### src/rtl/byte_serial_adder_pkg.sv
// -----------------------------------------------------------------------------
// byte_serial_adder_pkg
// Shared definitions for the byte-serial adder controller and its adder slice.
//   BYTE_W  : width of one arithmetic slice (bits)
//   state_t : controller FSM encoding (2'd3 is unused and recovers to IDLE)
// -----------------------------------------------------------------------------
package byte_serial_adder_pkg;

    localparam int BYTE_W = 8;

    typedef enum logic [1:0] {
        IDLE = 2'd0,
        CALC = 2'd1,
        DONE = 2'd2
    } state_t;

endpackage

### src/rtl/byte_add8.sv
// -----------------------------------------------------------------------------
// byte_add8
// Combinational 8-bit adder slice producing a 9-bit result {cout, sum}.
// Ports:
//   din_a, din_b : byte operands
//   cin          : carry in
//   sum          : low byte of din_a + din_b + cin
//   cout         : carry out of the byte
// -----------------------------------------------------------------------------
module byte_add8
    import byte_serial_adder_pkg::*;
(
    input  logic [BYTE_W-1:0] din_a,
    input  logic [BYTE_W-1:0] din_b,
    input  logic              cin,
    output logic [BYTE_W-1:0] sum,
    output logic              cout
);

    logic [BYTE_W:0] result;

    assign result = {1'b0, din_a} + {1'b0, din_b} + {{BYTE_W{1'b0}}, cin};
    assign sum    = result[BYTE_W-1:0];
    assign cout   = result[BYTE_W];

endmodule

### src/rtl/byte_serial_adder.sv
// -----------------------------------------------------------------------------
// byte_serial_adder
// Computes an (8*NUM_BYTES)-bit sum A+B+cin one byte per clock through a single
// byte_add8 slice; the inter-byte carry is held in a register between cycles.
// Ports:
//   clk, rst             : clock and synchronous active-high reset
//   in_valid / in_ready  : operand handshake (din_a, din_b, cin captured on accept)
//   out_valid / out_ready: result handshake (sum, cout held while out_valid)
//   sum, cout            : registered result and carry out of the top byte
//   busy                 : high while an operation is in CALC or DONE
// -----------------------------------------------------------------------------
module byte_serial_adder
    import byte_serial_adder_pkg::*;
#(
    parameter int NUM_BYTES = 4
) (
    input  logic                      clk,
    input  logic                      rst,
    input  logic                      in_valid,
    output logic                      in_ready,
    input  logic [BYTE_W*NUM_BYTES-1:0] din_a,
    input  logic [BYTE_W*NUM_BYTES-1:0] din_b,
    input  logic                      cin,
    output logic                      out_valid,
    input  logic                      out_ready,
    output logic [BYTE_W*NUM_BYTES-1:0] sum,
    output logic                      cout,
    output logic                      busy
);

    localparam int W     = BYTE_W * NUM_BYTES;
    localparam int CNT_W = (NUM_BYTES > 1) ? $clog2(NUM_BYTES) : 1;

    state_t             state_reg;
    state_t             state_next;
    logic [CNT_W-1:0]   cnt_reg;
    logic               carry_reg;
    logic [W-1:0]       op_a_reg;
    logic [W-1:0]       op_b_reg;
    logic [W-1:0]       res_reg;
    logic               cout_reg;

    logic [BYTE_W-1:0]  slice_sum;
    logic               slice_cout;
    logic [W-1:0]       res_shift;
    logic               last_byte;
    logic               accept;

    // Low bytes of the operand shift registers always feed the slice.
    byte_add8 u_slice (
        .din_a (op_a_reg[BYTE_W-1:0]),
        .din_b (op_b_reg[BYTE_W-1:0]),
        .cin   (carry_reg),
        .sum   (slice_sum),
        .cout  (slice_cout)
    );

    // Result register shifts right by one byte; the new slice byte enters at
    // the top, so after NUM_BYTES shifts byte 0 has reached the bottom.
    genvar gi;
    generate
        for (gi = 0; gi < NUM_BYTES; gi++) begin : g_res_shift
            if (gi == NUM_BYTES - 1) begin : g_top
                assign res_shift[gi*BYTE_W +: BYTE_W] = slice_sum;
            end else begin : g_low
                assign res_shift[gi*BYTE_W +: BYTE_W] = res_reg[(gi+1)*BYTE_W +: BYTE_W];
            end
        end
    endgenerate

    assign last_byte = (cnt_reg == CNT_W'(NUM_BYTES - 1));
    assign accept    = in_valid && in_ready;

    // State register
    always_ff @(posedge clk) begin
        if (rst) begin
            state_reg <= IDLE;
        end else begin
            state_reg <= state_next;
        end
    end

    // Next-state logic
    always_comb begin
        state_next = state_reg;
        case (state_reg)
            IDLE:    if (in_valid)  state_next = CALC;
            CALC:    if (last_byte) state_next = DONE;
            DONE:    if (out_ready) state_next = IDLE;
            default: state_next = IDLE;
        endcase
    end

    // Outputs decoded from the state
    always_comb begin
        in_ready  = (state_reg == IDLE);
        out_valid = (state_reg == DONE);
        busy      = (state_reg == CALC) || (state_reg == DONE);
    end

    // Datapath: operand capture, byte-serial shift and carry chaining
    always_ff @(posedge clk) begin
        if (rst) begin
            cnt_reg   <= '0;
            carry_reg <= 1'b0;
            op_a_reg  <= '0;
            op_b_reg  <= '0;
            res_reg   <= '0;
            cout_reg  <= 1'b0;
        end else begin
            case (state_reg)
                IDLE: begin
                    if (accept) begin
                        op_a_reg  <= din_a;
                        op_b_reg  <= din_b;
                        carry_reg <= cin;
                        cnt_reg   <= '0;
                    end
                end
                CALC: begin
                    op_a_reg  <= op_a_reg >> BYTE_W;
                    op_b_reg  <= op_b_reg >> BYTE_W;
                    res_reg   <= res_shift;
                    carry_reg <= slice_cout;
                    cnt_reg   <= cnt_reg + 1'b1;
                    if (last_byte) begin
                        cout_reg <= slice_cout;
                    end
                end
                default: begin
                end
            endcase
        end
    end

    assign sum  = res_reg;
    assign cout = cout_reg;

endmodule

### config.mk
export PLATFORM = sky130hd
export DESIGN_NAME = byte_serial_adder
export DESIGN_NICKNAME = d
export VERILOG_FILES = /design/src/rtl/byte_serial_adder_pkg.sv /design/src/rtl/byte_add8.sv /design/src/rtl/byte_serial_adder.sv
export SDC_FILE = /design/constraint.sdc
export NUM_CORES = 1
export LEC_CHECK = 0
export CORE_ASPECT_RATIO = 1.4
export CORE_MARGIN = 2
export CORE_UTILIZATION = 25
export CTS_CLUSTER_DIAMETER = 120
export DETAILED_ROUTE_END_ITERATION = 7
export DONT_BUFFER_PORTS = 1
export PLACE_DENSITY = 0.46
export SLEW_MARGIN = 25
export SYNTH_ARGS = -nofsm -noshare
export SYNTH_HDL_FRONTEND = slang
export SYNTH_HIERARCHICAL = 1
export SYNTH_SLANG_ARGS = --single-unit
### constraint.sdc
create_clock -name clk -period 1.7 [get_ports clk]
set_input_delay 0.255 -clock clk [delete_from_list [all_inputs] [get_ports clk]]
set_output_delay 0.255 -clock clk [all_outputs]
set_load 0.01 [all_outputs]
# == Word-level counts from Yosys, hierarchy flattened ==
# Index checks and enable logic that the tools add are counted.
# word_totals
ff_bits,102
input_bits,69
output_inout_bits,36
word_cells,36
# op_classes
add_sub_neg,3
eq_ne,7
mux,12
reduce_logical,7
# ops
cell,count
$pmux 32 s2,2
$mux 32,2
$add 8x8->9,1
$add 9x1->9,1
$mux 2,4
$pmux 2 s3,1
$eq 2x2->1 const B,2
$ne 2x1->1 const B,2
$ne 2x2->1 const B,2
$pmux 2 s2,1
$reduce_and 2->1,2
$reduce_and 3->1,1
$add 2x1->2 const B,1
$eq 2x1->1 const B,1
$logic_not 2->1,1
$pmux 1 s2,1
$reduce_bool 2->1,1
$logic_and 1x1->1,1
$logic_or 1x1->1,1
$mux 1,1

# == Logic depth before layout (Yosys ltp) ==
# Gate-level depths: netlist of the first run.
# depth
depth_word,4
ltp_mapped,8
ltp_nobuf,7

# == Hierarchy ==
# The synthesis of the first run kept the hierarchy.
# by_module_without_submodules
mod,instances,cells_each,area_each_um2,seq_area_each_um2
byte_serial_adder,1,406,4204.0,2042.0
byte_add8,1,40,331.6,0.0

# == Worst setup path after synthesis of the first run ==
# No wires, ideal clock.
# synth_path
path_type,reg2reg
startpoint,reg op_a_reg[0]
endpoint,reg carry_reg
setup_ns,0.134
arrival_ns,1.787
setup_slack_ns,-0.221
stages_incl_launch_ff,8
period_less_slack_ns,1.921
cell_sequence,dfxtp_1 > fa_1 > fa_1 > a21oi_1 > o21a_1 > o21ai_0 > mux2i_1 > a211oi_1
# synth_between
elab_chain_len,3
# synth_rtl
element,line,text
from (decl),byte_serial_adder.sv:38,logic [W-1:0] op_a_reg;
from (signal assigned),byte_serial_adder.sv:114,op_a_reg <= din_a;
from (signal assigned),byte_serial_adder.sv:121,op_a_reg <= op_a_reg >> BYTE_W;
$add 8x8->9,byte_add8.sv:22,"assign result = {1'b0, din_a} + {1'b0, din_b} + {{BYTE_W{1'b0}}, cin};"
$add 9x1->9,byte_add8.sv:22,
net slice_cout,byte_serial_adder.sv:44,logic slice_cout;
$pmux 1 s2,byte_serial_adder.sv:111,case (state_reg)
to (signal assigned),byte_serial_adder.sv:116,carry_reg <= cin;
to (signal assigned),byte_serial_adder.sv:124,carry_reg <= slice_cout;
to (decl),byte_serial_adder.sv:37,logic carry_reg;
# The timed path passes the listed nets, and every way through them passes these cells.
# A chain may end at the register's enable or synchronous reset.

# == Worst setup path after layout of the first run ==
# layout_path
startpoint,reg op_a_reg[0]
endpoint,"reg res_reg[26], in the netlist sum[26]"
# layout_between
elab_chain_len,2
# layout_rtl
element,line,text
$add 8x8->9,byte_add8.sv:22,
$add 9x1->9,byte_add8.sv:22,
net slice_sum[2],byte_serial_adder.sv:43,logic [BYTE_W-1:0] slice_sum;
to (signal assigned),byte_serial_adder.sv:123,res_reg <= res_shift;
to (decl),byte_serial_adder.sv:40,logic [W-1:0] res_reg;
# The timed path passes the listed nets, and every way through them passes these cells.

==> results of run 1 <==
power by group through the flow:
stage               sequential [mW]  combinational [mW]  clock [mW]
CTS                            3.20                2.82        2.45
floorplan                      3.13                2.30           0
global route                   3.26                3.30        2.56
global placement               3.23                2.73           0
finish                         3.20                2.99        2.36
detailed placement             3.25                2.77           0
logic make-up after synthesis:
group                    after synthesis
XOR/XNOR                               4
multiplexers                          85
AO/OA/AOI/OAI                         84
AND/OR/NAND/NOR                      117
adder cells (fa/ha/maj)               13
flip-flops                           102
buffers and inverters                 41
metal layers:
| layer | routed length, um | up-vias |
|---|---|---|
| li1 | - | 1584 |
| met2 | 5650 | 81 |
| met3 | 563 | 13 |
| met4 | 229 | 0 |
| met1 | 4720 | 1469 |
| met5 | 0 | - |
per-stage QoR:
step	setup TNS, ns	util (%)	worst slack (ns)
global placement	-0.451	27.0	-0.139
CTS	-0.632	29.1	-0.185
detailed placement	-0.613	27.0	-0.210
global route	-1.32	29.8	-0.254
finish	-0.707	29.8	-0.176
floorplan	-0.181	-	-0.0805
synthesized netlist by cell type (2+ instances only):
master    number
o211ai_1       2
nand2_1        4
a211oi_2      20
buf_4          3
nand3_1        2
fa_1           2
xnor2_1        2
inv_1          5
a311o_1        2
nor2_1        99
nand2b_1       5
dfxtp_1      102
a21oi_1        5
xor2_1         2
a22oi_1       16
clkbuf_1      10
mux2i_1       83
a21o_1         2
buf_6          5
a211oi_1      29
nand3b_1       2
buf_2         15
ha_1          11
timing repair:
action                     4_1_cts  5_1_grt
pin swaps                        4        5
buffers inserted                 1        3
hold endpoints to repair       101       59
gates cloned                     0        2
setup endpoints to repair       16       44
gates resized for setup          6        7
path summary, 6_finish.rpt:
check / startpoint / to / slack, ns / cells after the start
max: op_a_reg[0]$_SDFFE_PP0P_ / sum[26]$_SDFFE_PP0P_ / -0.18 / 8
min: rst / op_a_reg[10]$_SDFFE_PP0P_ / -0.02 / 1
max reg2reg: op_a_reg[0]$_SDFFE_PP0P_ / sum[26]$_SDFFE_PP0P_ / -0.18 / 8
min reg2reg: cnt_reg[0]$_SDFFE_PP0P_ / cnt_reg[0]$_SDFFE_PP0P_ / 0.49 / 2
worst max-delay path, stage by stage, from the launching register on:
cell and delay [ns]:
dfxtp_2 0.34, fa_2 0.41, fa_2 0.36, buf_4 0.15, buf_6 0.10, buf_4 0.12
xor2_1 0.13, mux2i_1 0.13, nor2_1 0.05
area by class of cell:
type	instances	share of cell area, %
Clock buffer	10	4.31
Sequential cell	102	38.5
Multi-Input combinational cell	303	44.3
Tap cell	240	5.65
Clock inverter	6	2.05
Inverter	6	0.424
Timing Repair Buffer	19	4.81
==> impl_results.md, run 1 <==
* Outcome: complete, but fails checks
* Violated checks: negative hold slack, negative setup slack
* Fraction of the mapped netlist area in adder cells at 3.92%
* Drt drc at 0
* Fin cells at between 600 and 700
* Total gr overflow at 0
* Root Buffer: clkbuf_16
* Clock power frac at between 20% and 30%
* Largest family of logic cells by synthesized area: multiplexers
* CP Capture Type: register
* Final Net Count at ~520
* Total routed wirelength at 11200 um
* First-pass GRT wire length at 16900 um
* Synth Area in Compound Gates at between 15 and 20%
* RD Place Congestion at 0.739
* Port Buffer Count at 0
* FF/Latch Area at around 2000 um2
* Initial core utilization at between 20% and 30%
* Die width at roughly 120 um
* Worst-path clk slew at 0.07 ns
* CTS sink cnt at 102
* Startpoint types: register
* Dpl cells at between 600 and 700
* XOR/XNOR Fraction of Synth Area at less than 1%
* Commonest non-fill, non-tap cell in the layout: dfxtp_1
* Most Crowded Layer GR: met2
* Max cap viols at 0
* Pre-antenna DRT Iters at 4
* WHS at -0.0186 ns
* Routed WL per cell at approximately 16 um
* Logic pwr share at about a third
* Die Y at 163 um
* Internal at roughly 5.7 mW
* Inserted Diodes at 0
* Multiplexer share of the synthesized area at 18.9%
* DR vias at between 3000 and 4000
* WP data arrival at 2.12 ns
* Clock Path Buffers at 2
* H-tree levels at 3
* Starting DRT DRC Count at 150
* Sw Ratio at between 30 and 40%
* Register bit total from synthesis at 102
* Detail Route Antenna Nets at 0
* Commonest non-fill, non-tap cells in the layout: dfxtp_1 (100), nor2_1 (99), mux2i_1 (83)
* Synth cell types at between 40 and 50
* Post-layout minimum cycle time at 1.88 ns
* Psw at 2.83 mW
* Crit path max fanout at 2
* Slew Viols, Final at 0
* Worst Hold Class: in -> reg
* Share of the yosys chip area belonging to registers at about 45%
* Slew @ Worst Pin at 0.357 ns
* Asr flop ratio synth at 0%
* Vias in the first global route at just over 3000
* Met2 usage at approximately a fifth
* Final Power at roughly 8.5 mW
* Layout cells sized above 1 at 16.4%
* Number of flops mapped to enable cells by yosys at 0
* Post-synth top area share at between 40% and 50%
* Syn-to-layout area delta at 17.1%
* Synthesized Nets at ~530
* Dpl cell area at 4820 um2
* Fin crit share at 110%
* Clk Latency, worst-skew pair at around 0.35 ns
* RSZ-0062 raised after global routing: true
* Post-Syn Area at about 4500 um2
* Largest net degree at the start of global routing at between 100 and 150
* Inserted Clock Buffers at 9
* Initial antenna violation count at 0
* Leak at 1.96 nW
* Peak supply drop at roughly 0.44 mV
* Fill cells at about 1900
* Pwr per Cell Area at approximately 1600 nW/um2
* Vias per std cell at between 4 and 5
* Met3 GRT Util at 3.18%
* Post-Synth Simple-Gate Area at approximately a tenth
* Crit path kind: reg -> reg
* IO Count at ~110
* Std cell rows at between 50 and 60
* Required time worst endpoint at about 1.9 ns
* Met1 usage at between 10% and 20%
* Dominant cells by area after synthesis: dfxtp_1 (45%), mux2i_1 (18%), nor2_1 (8.2%)
* Setup violators final at 5
* CTS tree: built
* Worst Clk Skew at ~0.012 ns
* Post-Layout Inst Area at 5310 um2
* Synth warnings at 6
* Sequential share of power at roughly 37%
* Core Region at 17900 um2
* Yosys top cell by area: dfxtp_1
* DPL Wire Length at approximately 7500 um
* Final Hold Vio Count at 34
* Fmax at between 500 and 600 MHz
* Max_slew headroom at roughly three quarters
* Syn avg cell area at about 10 um2
* Syn Inst Count at between 400 and 500
* Total global-route track usage at between 10% and 20%
* Final WS setup at -0.176 ns
* Main synth FF type: dfxtp_1
* Area of the multi-input gates at 2350 um2
* DIE AREA at about 19000 um2
(Power assumes the default switching activity.)
==> inputs of run 2 (changes only) <==
- CORE_MARGIN: 2 -> 5
- SETUP_SLACK_MARGIN: default -> 0.15
==> run 2 against run 1 <==
Compared with the run above: the flow still finishes with violations (negative hold slack, negative setup slack); count of clock-buffer cells in the layout rose by 2; combinational power rose by 11%; die area rose by 9.0%.
==> impl_results.md, run 2 (same netlist as run 1, synthesis figures left out) <==
* Flop-to-flop setup slack at -0.15 ns
* Worst Hold Depth at 1
* Final Power at around 8.5 mW
* WP data arrival at about 2.1 ns
* Violated checks: negative hold slack, negative setup slack
* Syn-to-layout area delta at 21.0%
* Max cap viols at 0
* Fmax at around 540 MHz
* RSZ-0062 raised after global routing: true
* Largest net degree at the start of global routing at 104
* Outcome: complete, but fails checks
* Worst hold path endpoint: state_reg[1]$_SDFFE_PP0P_
* Peak supply drop at roughly 0.41 mV
* Core Region at between 15000 and 20000 um2
* Fin crit share at 109%
* Top cell by count, worst path: fa_2
* RD Place Congestion at around 0.73
* Pwr per Cell Area at 1540 nW/um2
* Slew @ Worst Pin at around 0.32 ns
* Crit path kind: reg -> reg
* Inserted Diodes at 0
* Drt drc at 0
* FF/Latch Area at between 2000 and 2500 um2
* Met3 GRT Util at between 3 and 4%
* Reg-to-Reg Start: carry_reg$_SDFFE_PP0P_
* Crit path max fanout at 2
* Clk Latency, worst-skew pair at between 0.3 and 0.4 ns
* Detail Route Antenna Nets at 0
* Commonest non-fill, non-tap cell in the layout: nor2_1
* Setup violators final at 7
* Commonest non-fill, non-tap cells in the layout: nor2_1 (98), dfxtp_1 (96), mux2i_1 (83)
* Clock Path Buffers at 2
* CTS sink cnt at 102
* Initial core utilization at ~25%
* Inserted Clock Buffers at 9
* Final Hold Vio Count at 1
* DR vias at around 3200
* Fill cells at about 1900
* R2R depth at 7
* Initial antenna violation count at 0
* Required time worst endpoint at 1.93 ns
* Most Crowded Layer GR: met2
* Final Net Count at about 540
* Total routed wirelength at 11800 um
* Final WS setup at -0.148 ns
* DPL Wire Length at approximately 7900 um
* Worst-path clk slew at roughly 0.06 ns
* Die Y at between 150 and 200 um
* Layout cells sized above 1 at roughly 24%
* CTS tree: built
* Die width at between 100 and 150 um
* Max_slew headroom at 78.3%
* CP max stage delay at between 0.4 and 0.5 ns
* Std cell rows at slightly below 60
* Vias in the first global route at ~3200
* First-pass GRT wire length at around 17000 um
* Port Buffer Count at 0
* Pre-antenna DRT Iters at 4
* IO Count at roughly 110
* Startpoint types: register
* WHS at -0.00293 ns
* Root Buffer: clkbuf_16
* Met1 usage at about 13%
* DIE AREA at 21000 um2
* Post-layout minimum cycle time at 1.85 ns
* Vias per std cell at 4.54
* Worst Clk Skew at around 0.004 ns
* Post-Layout Inst Area at around 5500 um2
* Leak at 1.99 nW
* Worst Hold Class: in -> reg
* Worst-path cell chain: fa_2, fa_2, a21oi_2, o21a_1, o21ai_2, mux2i_1, a211oi_1
* Worst Path Buf+Inv at 0
* HP Start: rst
* Starting DRT DRC Count at 115
* CP Capture Type: register
* Slew Viols, Final at 0
* Total gr overflow at 0
* Routed WL per cell at around 17 um
* Area of the multi-input gates at approximately 2500 um2
* Dpl cell area at just under 5000 um2
* H-tree levels at 3
* Total global-route track usage at 10.8%
* Worst R2R End: carry_reg$_SDFFE_PP0P_
* Met2 usage at between 10% and 20%
* Crit-path leading delay family: adder cells
* Critical-path top delay cell: fa_2
==> run 2: cell types whose count changed in the layout (fill, tap and decap cells not counted), moves of 3 or more <==
cell and change:
a22oi_1 -15, a22oi_2 +15, buf_4 +9, dfxtp_1 -4
a211oi_1 -3, a211oi_2 +3, bufinv_16 -3, dfxtp_2 +3
==> run 2: area by class of cell <==
| type | instances | share of cell area, % |
|---|---|---|
| clock inverter | 1 | 0.137 |
| multi-input combinational | 305 | 45.4 |
| inverter | 6 | 0.456 |
| sequential | 102 | 37.4 |
| clock buffer | 12 | 4.67 |
| timing repair buffer | 30 | 6.45 |
| tap | 240 | 5.47 |
==> run 2: worst max path at each step <==
stage | start | end | cells past startpoint
finish | carry_reg$_SDFFE_PP0P_ | carry_reg$_SDFFE_PP0P_ | 7
global route | carry_reg$_SDFFE_PP0P_ | sum[30]$_SDFFE_PP0P_ | 7
CTS | carry_reg$_SDFFE_PP0P_ | carry_reg$_SDFFE_PP0P_ | 7
detailed placement | carry_reg$_SDFFE_PP0P_ | carry_reg$_SDFFE_PP0P_ | 7
global placement | carry_reg$_SDFFE_PP0P_ | carry_reg$_SDFFE_PP0P_ | 7
floorplan | carry_reg$_SDFFE_PP0P_ | carry_reg$_SDFFE_PP0P_ | 7
==> run 2: repair_timing <==
item,CTS,global route
setup endpoints to repair,49,91
hold endpoints to repair,101,60
pin swaps,9,32
resized for setup,10,28
setup buffers,5,8
gates cloned,0,4
==> run 2: metal layers <==
layer,share of wire (%),vias to the layer above,wire [um]
met5,0,-,0
li1,-,1613,-
met4,1.5,0,178
met3,5.8,13,686
met1,39,1467,4600
met2,54,68,6340
==> run 2: power breakdown <==
group / internal (mW) / leakage, nW / switching (mW) / total [mW]
clock network: 1.05 / 0.127 / 0.865 / 1.91
registers: 2.85 / 0.839 / 0.375 / 3.23
logic: 1.66 / 1.02 / 1.66 / 3.32
total: 5.56 / 1.99 / 2.90 / 8.46
==> run 2: stage by stage <==
stage / hold slack [ns] / worst slack [ns] / util, % / setup TNS [ns] / instances
floorplan: 0.403 / -0.0805 / - / -0.181 / 446
global placement: 0.332 / -0.144 / 27.3 / -0.422 / 666
detailed placement: 0.341 / -0.166 / 27.3 / -0.470 / 666
CTS: -0.0377 / -0.153 / 29.2 / -0.550 / 684
global route: -0.0356 / -0.278 / 30.6 / -1.56 / 696
finish: -0.00293 / -0.148 / 30.6 / -0.674 / 696
==> inputs of run 3 (changes only) <==
- CORE_ASPECT_RATIO: 1.4 -> 1.25
- DONT_BUFFER_PORTS: 1 -> default
- PLACE_DENSITY: 0.46 -> 0.53
==> run 3 against run 2 <==
Compared with the run above: the flow finishes with violations (negative setup slack); clock power is 31% higher; register-to-register slack about the same; worst setup slack better by 0.0054 ns; global-route usage grew 0.56 points; non-clock buffer count is 99 higher; cell count is 13% higher; critical path depth stayed put; count of clock-buffer cells in the layout fell by 2; maximum frequency is 0.29% higher; sequential power decreased by 2%; combinational power rose by 9.3%.
==> impl_results.md, run 3 (same netlist as run 1, synthesis figures left out) <==
* Initial core utilization at between 20% and 30%
* Layout cells sized above 1 at between 10% and 20%
* Critical-path top delay cell: fa_2
* Crit path to: carry_reg$_SDFFE_PP0P_
* Core Region at about 18000 um2
* Largest net degree at the start of global routing at 37
* Detail Route Antenna Nets at 0
* Clk Latency, worst-skew pair at between 0.3 and 0.4 ns
* Worst Clk Skew at ~0.0077 ns
* Port Buffer Count at between 100 and 150
* Total gr overflow at 0
* Worst slack at placement at -0.196 ns
* Crit path kind: reg -> reg
* Final Net Count at 634
* Total global-route track usage at between 10 and 15%
* WP data arrival at between 2 and 2.5 ns
* CTS sink cnt at ~100
* IO Count at ~110
* Required time worst endpoint at 1.92 ns
* DR vias at 3553
* DPL Wire Length at between 8000 and 9000 um
* Std cell rows at 55
* Die Y at approximately 160 um
* Leak at around 2.7 nW
* Starting DRT DRC Count at just over 100
* CP Capture Type: register
* First-pass GRT wire length at about 19000 um
* R2R depth at 7
* DIE AREA at around 21000 um2
* Setup violators final at 4
* CP max stage delay at 0.41 ns
* Vias per std cell at approximately 4.5
* Total routed wirelength at 12100 um
* Drt drc at 0
* Worst-path clk slew at ~0.070 ns
* Inserted Diodes at 0
* Die width at about 130 um
* Syn-to-layout area delta at 45.4%
* Post-cts hold buffer count at 0
* RD Place Congestion at around 0.76
* Post-layout minimum cycle time at ~1.8 ns
* Reg-to-Reg Start: carry_reg$_SDFFE_PP0P_
* Top cell by count, worst path: fa_2
* Worst R2R End: carry_reg$_SDFFE_PP0P_
* Peak supply drop at approximately 0.56 mV
* Final Hold Vio Count at 0
* Final Power at 9.32 mW
* Fmax at 543 MHz
* Initial antenna violation count at 0
* Commonest non-fill, non-tap cells in the layout: dfxtp_1 (97), nor2_1 (91), clkdlybuf4s50_1 (84)
* Pre-antenna DRT Iters at 4
* Crit path from: carry_reg$_SDFFE_PP0P_
* Pwr per Cell Area at between 1000 and 1500 nW/um2
* Violated checks: negative setup slack
* Outcome: complete, but fails checks
* Routed WL per cell at around 15 um
* Inserted Clock Buffers at 9
* Max cap viols at 0
* Commonest non-fill, non-tap cell in the layout: dfxtp_1
* Fin crit share at 108%
* Crit path max fanout at 2
* Startpoint types: register
* CTS tree: built
* Max_slew headroom at between 70% and 80%
* WHS at between 0.3 and 0.4 ns
* RSZ-0062 raised after global routing: true
* Slew @ Worst Pin at approximately 0.44 ns
* Worst-path cell chain: fa_2, fa_2, a21oi_2, o21a_1, o21ai_2, mux2i_1, a211oi_1
* Root Buffer: clkbuf_16
* Worst Hold Class: in -> reg
* Final WS setup at -0.143 ns
* H-tree levels at 3
* Vias in the first global route at 3663
* Clock Path Buffers at 2
* Flop-to-flop setup slack at -0.14 ns
* Slew Viols, Final at 0
run 3: changes by cell type in the layout (fill, tap and decap cells not counted), sizes merged, moves of 3 or more:
cell,change
clkdlybuf4s50,+84
dlymetal6s2s,+12
dlygate4sd2,+5
bufinv,+4
buf,-3
clkbuf,-3
run 3: cell type report:
| cell class | instances | area, um2 |
|---|---|---|
| clock inverter | 6 | 133 |
| multi-input combinational | 304 | 2440 |
| timing repair buffer | 129 | 1420 |
| clock buffer | 10 | 239 |
| inverter | 6 | 22.5 |
| tap | 228 | 285 |
| fill | 1781 | 11400 |
| sequential | 102 | 2050 |
run 3: timing repair:
item | 4_1_cts | 5_1_grt
gates cloned | 1 | 3
setup endpoints to repair | 43 | 58
pin swaps | 9 | 14
buffers inserted | 4 | 2
resized for setup | 16 | 43
endpoints found under the hold margin | 0 | 0
run 3: power breakdown:
part,switching [mW],total (mW),internal [mW]
Combinational,1.78,3.63,1.85
Clock,0.889,2.51,1.62
Sequential,0.322,3.17,2.85
Total,2.99,9.32,6.32
run 3: worst max-delay path, delay by kind of cell, from the launching register on:
family / cells / cell delay, ns
AOI/OAI and AO/OA: 4 / 0.50
muxes: 1 / 0.13
adders and majority gates: 2 / 0.77
DFF: 1 / 0.33
run 3: worst min path at each step:
stage	endpoint	depth (start not counted)	startpoint	slack, ns
after global placement	cnt_reg[0]$_SDFFE_PP0P_	2	cnt_reg[0]$_SDFFE_PP0P_	0.45
final	op_a_reg[31]$_SDFFE_PP0P_	2	rst	0.32
after CTS	op_a_reg[26]$_SDFFE_PP0P_	2	rst	0.32
after global routing	op_a_reg[26]$_SDFFE_PP0P_	2	rst	0.34
after detailed placement	cnt_reg[0]$_SDFFE_PP0P_	2	cnt_reg[0]$_SDFFE_PP0P_	0.48
after floorplan	op_a_reg[24]$_SDFFE_PP0P_	2	din_a[24]	0.40
run 3: per-layer routing:
layer  part of all wire [%]  routed length [um]  global-route usage (%)  vias to the layer above
met3                    3.9                 469                    1.86                       13
met4                    2.0                 236                    4.91                        0
met1                     43                5180                    14.0                     1654
li1                       -                   -                       -                     1810
met5                      0                   0                       0                        -
met2                     51                6170                    19.3                       76
run 3: metrics by stage:
stage                     setup TNS (ns)  area (um2)  utilization [%]  std cells
after floorplan                   -0.181        4610                -        446
after global routing               -1.14        6590             36.7        785
after CTS                         -0.499        6400             35.6        780
after detailed placement           -1.11        5940             33.1        759
after global placement            -0.387        5940             33.1        759
final                             -0.436        6590             36.7        785
